## src/rtl/atm_pin_session_ctrl.sv

```systemverilog
// Purpose : one PIN attempt per card session, driving the X/Y unlock detector.
// Latency : key accepted -> detector strobe next cycle; last strobe -> session/fail two cycles later.
// Backpressure : key_ready is low outside ENTRY; keys offered while it is low are dropped silently.
//
// Ports:
//   clk, rst (async, active low)        - clock and reset
//   card_in, cancel                     - card present / customer cancel levels
//   key_valid, key_sym, key_ready       - keypad symbol handshake (1 = X, 0 = Y)
//   det_x, det_y, det_rst_n, det_unlock - unlock detector strobes, reset and result
//   session_active, attempt_fail,
//   card_retain, tries_left             - session status towards the host
//
// Optional feature: define ATM_PIN_TIMEOUT_EN to fail an attempt after TIMEOUT_CYC idle
// cycles in ENTRY. Without it ENTRY waits indefinitely.
module atm_pin_session_ctrl #(
    parameter int PIN_LEN     = 5,
    parameter int MAX_TRIES   = 3,
    parameter int TIMEOUT_CYC = 1000
) (
    input  logic       clk,
    input  logic       rst,
    input  logic       card_in,
    input  logic       cancel,
    input  logic       key_valid,
    input  logic       key_sym,
    output logic       key_ready,
    output logic       det_x,
    output logic       det_y,
    output logic       det_rst_n,
    input  logic       det_unlock,
    output logic       session_active,
    output logic       attempt_fail,
    output logic       card_retain,
    output logic [3:0] tries_left
);

    typedef enum logic [2:0] {
        IDLE    = 3'd0,
        CLEAR   = 3'd1,
        ENTRY   = 3'd2,
        CHECK   = 3'd3,
        SESSION = 3'd4,
        LOCKED  = 3'd5
    } state_t;

    localparam int              CW         = $clog2(PIN_LEN + 1);
    localparam logic [CW-1:0]   LAST_SYM   = CW'(PIN_LEN - 1);
    localparam logic [3:0]      TRIES_INIT = 4'(MAX_TRIES);

    state_t        state;
    logic [CW-1:0] sym_cnt;
    logic          hit;
    logic          check_cnt;   // 0 = first CHECK cycle, 1 = decision cycle

    logic          key_acc;
    logic [3:0]    tries_dec;
    logic          timeout;
    logic          check_fail;
    logic          fail_now;

    assign key_acc   = key_valid & key_ready;
    assign tries_dec = (tries_left == 4'd0) ? 4'd0 : tries_left - 4'd1;

`ifdef ATM_PIN_TIMEOUT_EN
    localparam int            TW        = $clog2(TIMEOUT_CYC + 1);
    localparam logic [TW-1:0] TIMER_MAX = TW'(TIMEOUT_CYC);

    logic [TW-1:0] timer;

    // Runs only in ENTRY; restarts on every accepted key so the limit is per-key inactivity.
    always_ff @(posedge clk or negedge rst) begin
        if (!rst) begin
            timer <= '0;
        end else if (state != ENTRY || key_acc) begin
            timer <= '0;
        end else if (!timeout) begin
            timer <= timer + 1'b1;
        end
    end

    assign timeout = (state == ENTRY) && (timer == TIMER_MAX);
`else
    // No inactivity limit; the term only keeps the parameter referenced.
    assign timeout = 1'b0 && (TIMEOUT_CYC == 0);
`endif

    // The detector result is taken live in the decision cycle as well as from the sticky flag,
    // because the final strobe only becomes visible as det_unlock in that same cycle.
    assign check_fail = (state == CHECK) && check_cnt && !(hit || det_unlock);
    assign fail_now   = check_fail || timeout;

    always_ff @(posedge clk or negedge rst) begin
        if (!rst) begin
            state          <= IDLE;
            det_x          <= 1'b0;
            det_y          <= 1'b0;
            det_rst_n      <= 1'b0;
            key_ready      <= 1'b0;
            session_active <= 1'b0;
            attempt_fail   <= 1'b0;
            card_retain    <= 1'b0;
            tries_left     <= TRIES_INIT;
            sym_cnt        <= '0;
            hit            <= 1'b0;
            check_cnt      <= 1'b0;
        end else begin
            // Strobes and the fail flag are single-cycle pulses.
            det_x        <= 1'b0;
            det_y        <= 1'b0;
            attempt_fail <= 1'b0;

            if ((state == ENTRY || state == CHECK) && det_unlock) begin
                hit <= 1'b1;
            end

            case (state)
                IDLE: begin
                    tries_left     <= TRIES_INIT;
                    session_active <= 1'b0;
                    key_ready      <= 1'b0;
                    if (card_in) begin
                        state     <= CLEAR;
                        det_rst_n <= 1'b0;
                    end else begin
                        det_rst_n <= 1'b1;
                    end
                end

                CLEAR, ENTRY, CHECK: begin
                    if (!card_in || cancel) begin
                        // Abandoned attempt: not counted, tries_left reloads in IDLE.
                        state     <= IDLE;
                        key_ready <= 1'b0;
                        det_rst_n <= 1'b1;
                    end else if (fail_now) begin
                        attempt_fail <= 1'b1;
                        tries_left   <= tries_dec;
                        key_ready    <= 1'b0;
                        if (tries_dec == 4'd0) begin
                            state       <= LOCKED;
                            card_retain <= 1'b1;
                        end else begin
                            // Retry always goes through CLEAR so the detector restarts idle.
                            state     <= CLEAR;
                            det_rst_n <= 1'b0;
                        end
                    end else begin
                        case (state)
                            CLEAR: begin
                                det_rst_n <= 1'b1;
                                sym_cnt   <= '0;
                                hit       <= 1'b0;
                                check_cnt <= 1'b0;
                                key_ready <= 1'b1;
                                state     <= ENTRY;
                            end
                            ENTRY: begin
                                if (key_acc) begin
                                    det_x   <= key_sym;
                                    det_y   <= ~key_sym;
                                    sym_cnt <= sym_cnt + 1'b1;
                                    if (sym_cnt == LAST_SYM) begin
                                        key_ready <= 1'b0;
                                        check_cnt <= 1'b0;
                                        state     <= CHECK;
                                    end
                                end
                            end
                            CHECK: begin
                                check_cnt <= 1'b1;
                                // Failures were handled above; reaching here in the
                                // decision cycle means the detector unlocked.
                                if (check_cnt) begin
                                    session_active <= 1'b1;
                                    state          <= SESSION;
                                end
                            end
                            default: ;
                        endcase
                    end
                end

                SESSION: begin
                    if (!card_in || cancel) begin
                        session_active <= 1'b0;
                        state          <= IDLE;
                    end
                end

                LOCKED: begin
                    // Terminal until reset.
                    key_ready   <= 1'b0;
                    card_retain <= 1'b1;
                end

                default: begin
                    state <= IDLE;
                end
            endcase
        end
    end

endmodule

```

## config.mk

```make
export PLATFORM = sky130hd
export DESIGN_NAME = atm_pin_session_ctrl
export DESIGN_NICKNAME = d
export VERILOG_FILES = /design/src/rtl/atm_pin_session_ctrl.sv
export SDC_FILE = /design/constraint.sdc
export NUM_CORES = 1
export LEC_CHECK = 0
export CAP_MARGIN = 30
export CORE_MARGIN = 3
export CORE_UTILIZATION = 51
export DETAILED_ROUTE_END_ITERATION = 10
export GPL_TIMING_DRIVEN = 0
export HOLD_SLACK_MARGIN = 0.08
export PLACE_DENSITY = 0.89
export SYNTH_ARGS = -nofsm -noshare
export SYNTH_HDL_FRONTEND = slang
export SYNTH_SLANG_ARGS = --single-unit
```

## constraint.sdc

```tcl
create_clock -name clk -period 2.6 [get_ports clk]
set_clock_uncertainty 0.2 [all_clocks]
set_input_delay 0.26 -clock clk [delete_from_list [all_inputs] [get_ports clk]]
set_output_delay 0.26 -clock clk [all_outputs]
set_load 0.02 [all_outputs]
```

# Word level (Yosys, flattened, before mapping)
# Cells that the tools add are included.
[totals]
regBits = 19
latchBits = 0
mem_bits_rw = 0
mem_bits_ro = 0
out_inout_bits = 11
elab_cells = 126
memories = 0
[classes]
addsub = 2
multipliers = 0
n_div = 0
n_lt_le_gt_ge = 0
eq_ne = 23
shift = 0
muxes = 57
bitwise = 5
n_reduce_logical = 27
[op_table]
columns = ["operator", "n"]
rows = [
  ["1-bit 2-to-1 mux", 35],
  ["3-bit 2-to-1 mux", 9],
  ["5-bit inequality test, second input constant", 4],
  ["2-bit inequality test, second input constant", 9],
  ["4-bit 2-to-1 mux", 3],
  ["3-bit one-hot mux with 4 select lines", 1],
  ["6-bit AND reduction", 2],
  ["3-bit == test, second input constant", 3],
  ["3-bit one-hot mux with 3 select lines", 1],
  ["4-bit logical NOT", 2],
  ["4-bit inequality test, second input constant", 2],
  ["1-bit one-hot mux with 2 select lines", 4],
  ["4-bit one-hot mux with 2 select lines", 1],
  ["4-bit AND reduction", 2],
  ["2-bit nonzero test", 4],
  ["7-bit AND reduction", 1],
  ["3-bit by 2-bit == test with 1-bit output, second input constant", 2],
  ["6-bit inequality test, second input constant", 1],
  ["1-bit one-hot mux with 3 select lines", 2],
  ["3-bit one-hot mux with 2 select lines", 1],
  ["3-bit AND reduction", 2],
  ["3-bit nonzero test", 2],
  ["5-bit AND reduction", 1],
  ["1-bit NOT", 4],
  ["11 further kinds", 16],
]

# Longest topological paths before layout
[depth]
depth_word = 8
ltp_mapped = 6
mapped_depth_nobuf = 6

# Least setup slack after synthesis
# No wires, ideal clock.
[synth_path]
path_type = "register to register"
start = "register hit"
end = "register det_rst_n"
setup_ps = 125
arrival_ps = 1779
path_slack_ps = 497
stages_incl_launch_ff = 6
synth_period_minus_slack_ps = 2103
path_cell_list = "dfrtp_1 or3b_1 or3_1 clkbuf_1 o21ai_0 mux2_2"
[synth_via]
elab_chain_cells = 6
[synth_lines]
columns = ["item", "line_no", "text"]
rows = [
  ["from (decl)", "52", "logic hit;"],
  ["from (signal assigned)", "104", "hit <= 1'b0;"],
  ["from (signal assigned)", "113", "hit <= 1'b1;"],
  ["from (signal assigned)", "152", "hit <= 1'b0;"],
  ["1-bit logical OR *", "89", "assign check_fail = (state == CHECK) && check_cnt && !(hit || det_unlock);"],
  ["1-bit logical NOT *", "89", ""],
  ["1-bit logical AND *", "89", ""],
  ["1-bit 2-to-1 mux", "135", "end else if (fail_now) begin"],
  ["1-bit 2-to-1 mux", "130", "if (!card_in || cancel) begin"],
  ["1-bit one-hot mux with 2 select lines", "116", "case (state)"],
  ["to (signal assigned)", "97", "det_rst_n <= 1'b0;"],
  ["to (signal assigned)", "123", "det_rst_n <= 1'b0;"],
  ["to (signal assigned)", "134", "det_rst_n <= 1'b1;"],
  ["to (decl)", "29", "output logic det_rst_n,"],
]
# Every way passes the cells marked *; elsewhere a longest branch is shown, timed or not.
# A chain may end at the register's enable or synchronous reset.

# Final worst setup path
[layout_path]
start = "register check_cnt"
end = "register det_rst_n"
[layout_via]
elab_chain_cells = 5
[layout_lines]
columns = ["item", "line_no", "text"]
rows = [
  ["from (decl)", "53", "logic check_cnt;"],
  ["from (signal assigned)", "105", "check_cnt <= 1'b0;"],
  ["from (signal assigned)", "153", "check_cnt <= 1'b0;"],
  ["from (signal assigned)", "164", "check_cnt <= 1'b0;"],
  ["1-bit logical AND * (2 in a row)", "89", ""],
  ["1-bit 2-to-1 mux", "135", ""],
  ["1-bit 2-to-1 mux", "130", ""],
  ["1-bit one-hot mux with 2 select lines", "116", ""],
]
# Marks and branches as above.

==> impl_metrics.csv <==
group,metric,value,unit
clock_tree,htreeDepth,1,
placed_design,numPortBuffers,17,
detailed_routing,post_drt_via_cell_ratio,6.25,
layout,fillers,153,
yosys,synth_cell_type_count,38,
placed_design,dpl.hpwl,1740,um
sta,worst_pin_slew,0.844,ns
layout,layout-drive-gt1-share,0.0682,
power_and_ir_drop,p_sw,0.350,mW
sta,finalCritPeriodShare,0.895,
layout,largest_register_ffs,4,
global_routing,overflow,0,
global_routing,antenna_found_initial,0,
power_and_ir_drop,pwr-share-comb,0.372,
sta,hold_slack,0.225,ns
clock_tree,post_cts_buffers,0,
detailed_routing,first_iter_violations,73,
yosys,netlist_area,1010,sq um
placed_design,placed_area,1220,sq um
global_routing,grt_pass1_wl,3880,um
clock_tree,cts_tree,"yes",
layout,multi_input_area,495,sq um
clock_tree,cts_max_path_buffers,2,
power_and_ir_drop,pwr-share-seq,0.457,
power_and_ir_drop,internal_power,0.547,mW
floorplan,coreArea,1800,sq um
worst_setup_path,cp-start-kind,"flop",
sta,slew_viol_final,0,
floorplan,io_pins,18,
yosys,ys_ff_latch,19,
power_and_ir_drop,switching_share,0.390,
detailed_routing,detail-route-antenna-nets,0,
floorplan,die_h,50.6,um
clock_tree,cts_sinks,19,
yosys,yosys_warnings,0,
floorplan,dieArea,2560,sq um
detailed_routing,first_pass_iters,5,
detailed_routing,vias,982,
flow_run,drv_cap,0,
floorplan,std_cell_rows,15,
detailed_routing,routed_wl,2390,um
clock_tree,numCtsBuffers,3,
sta,setup_violations,0,
layout,syn2layout_area_growth,22.6,%
clock_tree,cts_resized,0,
layout,seq_area,478,sq um
power_and_ir_drop,clock_power_share,0.171,
global_routing,grt_pass1_vias,863,
layout,diodes,0,
clock_tree,clock_latency,0.30,ns
layout,final_nets,142,
clock_tree,hold_buffers,0,
clock_tree,clkTransAtPathRegs,0.12,ns
sta,rsz0062_at_grt,"false",
yosys,synthCells,111,
status,status,"completed",
layout,reg_top3,"tries_left x4, state x3, sym_cnt x3",
placed_design,gp_congestion,0.906,
sta,hold_viol_final,0,
yosys,yosysSeqAreaShare,0.471,
floorplan,start_util,0.563,
global_routing,grt_usage,0.197,
worst_setup_path,worst-setup-path-type,"flop to flop",
power_and_ir_drop,p_leak,0.480,nW
layout,finalInstanceArea,1240,sq um
sta,tns,0,ns
global_routing,grt_max_degree,20,
worst_setup_path,critPathRequiredTime,2.59,ns
hold_path,hold_class,"primary input to asynchronous set/reset pin",
worst_setup_path,worstPathArrival,2.32,ns
layout,regMostFlops,"tries_left",
power_and_ir_drop,vdd_drop_max,0.440,mV
yosys,synth_nets,120,
worst_setup_path,worst-path-max-fanout,7,
layout,layout_common_cells,"dfrtp_1 (17), clkdlybuf4s50_1 (17), nand2_1 (13), o21ai_0 (13), nor2_1 (8)",
sta,slew_headroom,0.436,
detailed_routing,wire_per_inst,15.2,um
detailed_routing,drc,0,
power_and_ir_drop,p_per_area,722,nW/um^2
yosys,syn_avg_cell_area,9.14,sq um
clock_tree,root_buffer,"clkbuf_4",
sta,fin_crit,2.33,ns
sta,fmax,430,MHz
worst_setup_path,endpoint_kind,"flop",
floorplan,die_w,50.6,um
## worst max-delay path, cell delays in order, from the launching register on
cell	delay (ns)
dfrtp_1	0.45
or3b_1	0.44
or3_1	0.37
clkbuf_1	0.20
o21ai_0	0.22
mux2_2	0.35
## power groups by stage
stage	clock network (mW)	logic (mW)	registers, mW
CTS	0.154	0.333	0.407
finish	0.153	0.334	0.411
global route	0.165	0.367	0.419
floorplan	0	0.191	0.429
detailed placement	0	0.332	0.413
global placement	0	0.324	0.409
## cell type report
| cell class | instances | share of cell area |
|---|---|---|
| flip-flops and latches | 19 | 0.384 |
| multi-input cells | 81 | 0.398 |
| inverters | 6 | 0.0181 |
| clock inverters | 1 | 0.00402 |
| well taps | 25 | 0.0252 |
| repair buffers | 17 | 0.137 |
| clock buffers | 3 | 0.0181 |
| plain buffers | 5 | 0.0151 |
## routing by layer
| metal | global-route usage | share of wire | vias to the layer above |
|---|---|---|---|
| li1 | - | - | 453 |
| met1 | 0.269 | 0.43 | 467 |
| met2 | 0.322 | 0.47 | 55 |
| met3 | 0.0297 | 0.078 | 7 |
| met4 | 0.0583 | 0.015 | 0 |
| met5 | 0 | 0 | - |
## worst paths after layout
path                             start            end  slack, ns  cells past startpoint
max                          check_cnt      det_rst_n       0.27                      5
min                                rst   attempt_fail       0.23                      1
max in group asynchronous          rst  tries_left[2]       1.45                      1
min in group clk           card_retain    card_retain       0.27                      1
min reg2reg                card_retain    card_retain       0.27                      1
max reg2reg                  check_cnt      det_rst_n       0.27                      5
## cell usage after synthesis
cell	n	share of area
dfrtp_1	17	0.42
nand2_1	13	0.048
o21ai_0	13	0.064
nor2_1	8	0.030
inv_1	6	0.022
clkbuf_1	5	0.018
a31oi_1	4	0.025
o211ai_1	4	0.030
or3_1	4	0.025
nor3_1	3	0.015
a21oi_1	2	0.0099
a41oi_1	2	0.017
dfstp_2	2	0.052
ha_1	2	0.025
nand2b_1	2	0.012
nand3_1	2	0.0099
a211o_1	1	0.0086
a21boi_0	1	0.0074
a21o_1	1	0.0074
a22oi_1	1	0.0074
a32o_1	1	0.0099
a32oi_1	1	0.0086
and2_1	1	0.0062
mux2_2	1	0.011
nand4_1	1	0.0062
nand4b_1	1	0.0086
nor2b_1	1	0.0062
nor3b_1	1	0.0074
nor4b_1	1	0.0086
o21bai_1	1	0.0074
o2bb2ai_1	1	0.0086
o31ai_1	1	0.0074
o32a_1	1	0.0099
o41ai_1	1	0.0086
or2_2	1	0.0062
or3b_1	1	0.0086
or4_1	1	0.0074
or4_4	1	0.011
## stage by stage
stage | instances | power (mW) | setup slack (ns) | utilization
finish | 157 | 0.898 | 0.273 | 0.690
global route | 157 | 0.950 | 0.188 | 0.690
CTS | 157 | 0.894 | 0.298 | 0.690
detailed placement | 153 | 0.745 | 0.0367 | 0.675
global placement | 153 | 0.732 | 0.0629 | 0.675
floorplan | 111 | 0.619 | 0.497 | -
## logic make-up (layout without fill, tap and decap cells)
group / Yosys count / count (layout) / synth area share
AOI/OAI and AO/OA: 36 / 36 / 0.237
adders and majority gates: 2 / 2 / 0.0247
buffers and inverters: 11 / 32 / 0.0407
DFF: 19 / 19 / 0.471
muxes: 1 / 1 / 0.0111
and+or+nand+nor: 42 / 42 / 0.216
Power figures use the tool's default switching activity.
